[src/rtl/key_expansion_controller.sv]
// AES-128 key schedule sequencer: walks W0..W3 through 11 round keys using an
// external SubWord S-box, handing each round key to a valid/ready consumer.
module key_expansion_controller #(
  parameter int NR = 10
) (
  input  logic         clk,
  input  logic         rst,
  input  logic         start,
  input  logic [127:0] Key,
  output logic [31:0]  sub_word_in,
  input  logic [31:0]  sub_word_out,
  output logic [127:0] Round_Key,
  output logic [3:0]   Round_Num,
  output logic         key_valid,
  input  logic         key_ready,
  output logic         busy,
  output logic         done
);

  typedef enum logic [2:0] {
    S_IDLE,
    S_EMIT,
    S_SUB,
    S_EXPAND,
    S_DONE
  } state_t;

  localparam logic [3:0] LAST_ROUND = 4'(NR);

  state_t      state, state_nx;
  logic [31:0] w0, w1, w2, w3;
  logic [31:0] temp;
  logic [3:0]  round;
  logic [7:0]  rcon;
  logic [31:0] w0_nx, w1_nx, w2_nx, w3_nx;
  logic        xfer;

  function automatic logic [7:0] xtime(input logic [7:0] b);
    xtime = {b[6:0], 1'b0} ^ (b[7] ? 8'h1B : 8'h00);
  endfunction

  assign sub_word_in = {w3[23:0], w3[31:24]};
  assign Round_Key   = {w0, w1, w2, w3};
  assign Round_Num   = round;
  assign key_valid   = (state == S_EMIT);
  assign busy        = (state != S_IDLE);
  assign done        = (state == S_DONE);
  assign xfer        = key_valid & key_ready;

  // Each new word chains off the freshly computed previous word.
  always_comb begin
    w0_nx = w0 ^ temp;
    w1_nx = w1 ^ w0_nx;
    w2_nx = w2 ^ w1_nx;
    w3_nx = w3 ^ w2_nx;
  end

  always_comb begin
    state_nx = state;
    case (state)
      S_IDLE:   if (start) state_nx = S_EMIT;
      S_EMIT:   if (xfer) state_nx = (round == LAST_ROUND) ? S_DONE : S_SUB;
      S_SUB:    state_nx = S_EXPAND;
      S_EXPAND: state_nx = S_EMIT;
      S_DONE:   state_nx = S_IDLE;
      default:  state_nx = S_IDLE;
    endcase
  end

  always_ff @(posedge clk or negedge rst) begin
    if (!rst) begin
      state <= S_IDLE;
    end else begin
      state <= state_nx;
    end
  end

  always_ff @(posedge clk or negedge rst) begin
    if (!rst) begin
      w0    <= '0;
      w1    <= '0;
      w2    <= '0;
      w3    <= '0;
      temp  <= '0;
      round <= '0;
      rcon  <= 8'h01;
    end else begin
      case (state)
        S_IDLE: begin
          if (start) begin
            w0    <= Key[127:96];
            w1    <= Key[95:64];
            w2    <= Key[63:32];
            w3    <= Key[31:0];
            round <= '0;
            rcon  <= 8'h01;
          end
        end
        S_SUB: begin
          temp <= sub_word_out ^ {rcon, 24'h0};
        end
        S_EXPAND: begin
          w0    <= w0_nx;
          w1    <= w1_nx;
          w2    <= w2_nx;
          w3    <= w3_nx;
          round <= round + 4'd1;
          rcon  <= xtime(rcon);
        end
        default: ;
      endcase
    end
  end

endmodule

[config.mk]
export PLATFORM = sky130hd
export DESIGN_NAME = key_expansion_controller
export DESIGN_NICKNAME = d
export VERILOG_FILES = /design/src/rtl/key_expansion_controller.sv
export SDC_FILE = /design/constraint.sdc
export NUM_CORES = 1
export LEC_CHECK = 0
export ABC_AREA = 1
export BUFFER_PORTS_ARGS = -buffer_cell sky130_fd_sc_hd__buf_2
export CORE_MARGIN = 8
export CORE_UTILIZATION = 25
export CTS_CLUSTER_DIAMETER = 80
export CTS_CLUSTER_SIZE = 25
export DETAILED_ROUTE_END_ITERATION = 8
export GPL_TIMING_DRIVEN = 0
export PLACE_DENSITY = 0.48
export SETUP_SLACK_MARGIN = 0.02
export SLEW_MARGIN = 25
export SYNTH_ARGS = -nofsm -noshare
export SYNTH_HDL_FRONTEND = slang
export SYNTH_SLANG_ARGS = --single-unit
[constraint.sdc]
create_clock -name clk -period 2.7 [get_ports clk]
set_input_delay 0.27 -clock clk [delete_from_list [all_inputs] [get_ports clk]]
set_output_delay 0.27 -clock clk [all_outputs]
set_load 0.02 [all_outputs]
### After elaboration in Yosys (flattened, before gate mapping)

Index checks and enable logic that the tools add are counted.

| word-level totals | value |
|---|---|
| register bits | 175 |
| input port bits | 164 |

| operators by class | value |
|---|---|
| bitwise operators | 7 |
| add/subtract/negate cells | 1 |
| equal/unequal tests | 7 |
| muxes and demuxes | 17 |
| reductions and logical operators | 5 |

Operators with widths:

| operator | count |
|---|---|
| case mux 32 bit (2 select lines) | 4 |
| XOR 32 bit | 5 |
| 2-to-1 mux 32 bit | 4 |
| case mux 8 bit (2 select lines) | 1 |
| case mux 3 bit (4 select lines) | 1 |
| 2-to-1 mux 3 bit | 3 |
| 2-to-1 mux 8 bit | 1 |
| case mux 4 bit (2 select lines) | 1 |
| XOR 8 x 5 -> 8 bit | 1 |
| == test 3 x 2 -> 1 bit, second input constant | 2 |
| 2-to-1 mux 5 bit | 1 |
| adder 4 x 1 -> 4 bit, second input constant | 1 |
| == test 4 bit, second input constant | 1 |
| 2-to-1 mux 4 bit | 1 |
| AND reduction 2 bit | 2 |
| == test 3 x 1 -> 1 bit, second input constant | 1 |
| == test 3 bit, second input constant | 1 |
| logical NOT 3 bit | 1 |
| nonzero test 3 bit | 1 |
| != test 2 x 1 -> 1 bit, second input constant | 1 |
| != test 2 bit, second input constant | 1 |
| nonzero test 2 bit | 1 |
| AND 1 bit | 1 |

### Depth between registers and ports, before layout

| logic depth | value |
|---|---|
| depth in word-level cells | 5 |
| mapped depth | 10 |
| mapped depth without buffers | 10 |

### Least setup slack after synthesis

Ideal clock, no wire load.

| timing | value |
|---|---|
| kind | reg2reg |
| start | register state[2] |
| end | register state[0] |
| data required time | 2636 ps |
| slack | 1317 ps |
| setup time | 64 ps |
| path buffers | 0 |
| period minus slack after synthesis | 1383 ps |
| data arrival time | 1319 ps |
| stages on the path, launching flop included | 7 |
| path through | dfrtp_1 nor2_2 nand2_1 or2_2 o21ai_0 o21ai_0 inv_1 |

| between the ends | value |
|---|---|
| longest elaborated chain between the ends | 4 |

RTL lines:

| what | RTL line | text |
|---|---|---|
| start, declared | 30 | `state_t state, state_nx;` |
| start signal, assigned | 74 | `state <= state_nx;` |
| == test 3 x 1 -> 1 bit | 45, 60 |  |
| AND 1 bit | 48 | `assign xfer = key_valid & key_ready;` |
| != test 2 x 1 -> 1 bit (no line) | -- |  |
| AND reduction 2 bit (no line) | -- |  |

Parallel ways exist; a longest one is shown, timed or not.
A chain may end at the register's enable or synchronous reset.

### Final worst setup path

| timing | value |
|---|---|
| start | register state[0] |
| end | register w1[11] |

| between the ends | value |
|---|---|
| longest elaborated chain between the ends | 3 |

RTL lines:

| what | RTL line | text |
|---|---|---|
| == test 3 x 2 -> 1 bit or logical NOT 3 bit (tied branches) | 88 | `case (state)` |
| nonzero test 2 bit (no line) or != test 2 bit (tied branches) | -- |  |
| AND reduction 2 bit (no line) | -- |  |
| end signal, assigned | 92 | `w1 <= Key[95:64];` |
| end signal, assigned | 104 | `w1 <= w1_nx;` |
| end, declared | 31 | `logic [31:0] w0, w1, w2, w3;` |

Parallel ways exist; a longest one is shown, timed or not.

==> results.toml <==
[floorplanning]
die_area_um2 = 47500
start_util = 0.251
io_pins = 331
die_h_um = 218
die_w_um = 218
design.core.area_um2 = 40600
rows = 74

[yosys]
mappedNetlistNets = 1612
netlist_top_cells_count = "441 x nand2_1, 174 x dfrtp_1, 167 x nand3_1"
yosysMostFrequentCell = "nand2_1"
seq_area_frac_synth = 0.430
yosysTopAreaCell = "dfrtp_1"
synth_top_cell_area_share = 0.427
synthCells = 1446
async_reset_ff_frac = 1.00
netlist_area_um2 = 10200
synth_edf_count = 0
synth-main-ff-cell = "dfrtp_1"
postSynthAreaPerCell_um2 = 7.05
synth_area_leaders = "dfrtp_1 43%, nand2_1 16%, nand3_1 8.2%"
synth.distinct_cells = 29
ys_ff_latch = 175
synth_warnings = 0

[sta]
max-slew-margin-rel = 0.426
fmax_mhz = 489
setup_tns_ns = 0
maxSlewViolCount = 0
rsz0062_at_grt = "false"
fin_crit_sh = 0.757
setup_viol = 0
hold_viol = 0
worstMarginPinSlew_ns = 0.862
finalCriticalPeriod_ns = 2.04
fin_worst_skew_ns = 0.0109

[setup_path]
r2r_slack_ns = 0.66
worst_ep_arrival_time_ns = 2.43
endpoint_kind = "flop"
rr_startpoint = "state[0]$_DFFE_PN0P_"
path_class = "flop to flop"
rr_endpoint = "w1[11]$_DFFE_PN0P_"
crit_path_start_kind = "flop"
required_ns = 3.09
worstRegToRegCells = 7
worstPathMaxFanout = 10

[cts]
cts_sinks = 175
cts_tree = "built"
cts_buffers = 17
clk_pin_slew_ns = 0.07
clock_latency_ns = 0.46
cts_resized = 0
clockBufferDepth = 2
root_buffer = "clkbuf_16"
h-tree-depth = 4

[power]
leakage_nw = 6.97
power_density_nw_per_um2 = 1440
power_mw = 18.8
ir_worst_vdd_mv = 0.616

[global_routing]
grt_pass1_vias = 10500
grt_pass1_wl_mm = 64.3
antenna_found_initial = 3
grt_usage = 0.180
grt_max_degree = 81
overflow = 0

[place]
portBuffers = 330
gp_congestion = 0.833
dp_cells = 2310
hpwl_mm = 32.3

[detailed_routing]
drc = 0
ant_nets = 0
wl_mm = 43.4
vias = 10800
wl_per_cell_um = 18.5
drtPass1Iterations = 6
drtIter0Drc = 732
via_per_inst = 4.59

[hold_path]
whs_endpoint = "temp[13]$_DFFE_PN0P_"
hold_depth = 3
hold_start = "sub_word_out[13]"
hp-class = "primary input to flop"

[status]
outcome = "finished, final reports clean"

[final_layout]
final_util = 0.324
finalNetCount = 1964
area_growth_pct = 28.7
fill_cells = 4473
layout-drive-gt1-share = 0.255
final_cells = 2342

[flow_run]
maxCapViolations = 0
## critical path, cell delays in order (launching register included)
cell and delay, ns:
dfrtp_1 0.41, inv_2 0.07, nor2_2 0.05, nand2_4 0.17
buf_2 0.34, clkbuf_1 0.68, a21oi_1 0.09, nor2_1 0.15
## through the flow
step           cell area, um2  hold WS, ns  worst slack, ns
4_1_cts                 13100     0.000778            0.593
2_1_floorplan           10200      -0.0256             1.32
3_5_place_dp            12600        0.114            0.607
3_3_place_gp            12500        0.485            -2.03
5_1_grt                 13100      0.00534            0.471
6_report                13100       0.0281            0.656
## registers in the layout (all words and copies together), names as in the netlist
signal and cells:
w0 32, w3 32, temp 32, state 3, Round_Num 4, rcon 8, w2 32, w1 32
## cell usage in the layout (no fill, tap or decap), types with 2 or more instances in the layout
cell type	synthesis	final
nor2_2	2	2
buf_4	38	38
a21oi_1	70	70
o22ai_1	18	18
diode_2	0	3
nand4_1	31	31
xnor2_1	9	9
nor2_1	116	116
buf_2	26	355
clkinv_2	0	4
clkbuf_8	0	2
ha_1	2	2
o31ai_1	19	19
clkbuf_1	22	24
clkbuf_16	0	17
or2_2	25	25
buf_16	0	2
dfrtp_1	174	174
nand3_1	167	167
inv_1	145	145
or2_1	8	8
nand2_1	441	441
or2_0	30	30
inv_2	5	5
o21ai_0	89	89
## area by class of cell
class                      instances  area (um2)  area share
buffer                            87         509      0.0388
tap                              532         666      0.0507
antenna                            3        7.51    0.000572
clock buffer                      21         460      0.0351
inverter                         150         563      0.0429
sequential                       175        4380       0.334
timing repair buffer             333        1730       0.132
multi-input combinational       1034        4740       0.361
clock inverter                     7        66.3     0.00505
## power breakdown
group	internal [mW]	switching, mW
sequential	3.95	1.30
clock	1.29	1.13
combinational	3.65	7.52
## worst max path at each step
stage	startpoint	endpoint	slack, ns	cells past startpoint
4_1_cts	state[0]$_DFFE_PN0P_	Round_Num[2]$_DFFE_PN0P_	0.59	6
3_3_place_gp	rst	w0[21]$_DFFE_PN0P_	-2.03	1
6_report	state[0]$_DFFE_PN0P_	w1[11]$_DFFE_PN0P_	0.66	7
5_1_grt	state[0]$_DFFE_PN0P_	Round_Num[2]$_DFFE_PN0P_	0.47	6
3_5_place_dp	state[0]$_DFFE_PN0P_	Round_Num[2]$_DFFE_PN0P_	0.61	6
2_1_floorplan	state[2]$_DFFE_PN0P_	state[0]$_DFFE_PN0P_	1.32	6
## per-layer routing
layer / track usage / up-vias / routed length [um]
met5: 0 / - / 0
met3: 0.0395 / 48 / 2360
met4: 0.0607 / 0 / 895
met2: 0.297 / 319 / 20600
li1: - / 5349 / -
met1: 0.231 / 5037 / 19600
## timing repair
| action | 4_1_cts | 5_1_grt |
|---|---|---|
| buffers inserted | 0 | 0 |
| hold buffers | 1 | 0 |
| hold endpoints to repair | 62 | 0 |
| setup endpoints to repair | 0 | 0 |
## cell families (layout without fill, tap and decap cells)
kind of cell	Yosys count	in the layout	share of synthesized area
buf+inv	237	598	0.105
simple gates	825	825	0.350
other cells	0	3	0
compound gates	197	197	0.104
fa+ha+maj	2	2	0.00245
xor+xnor	10	10	0.00859
flops	175	175	0.430
(Power assumes the default switching activity.)
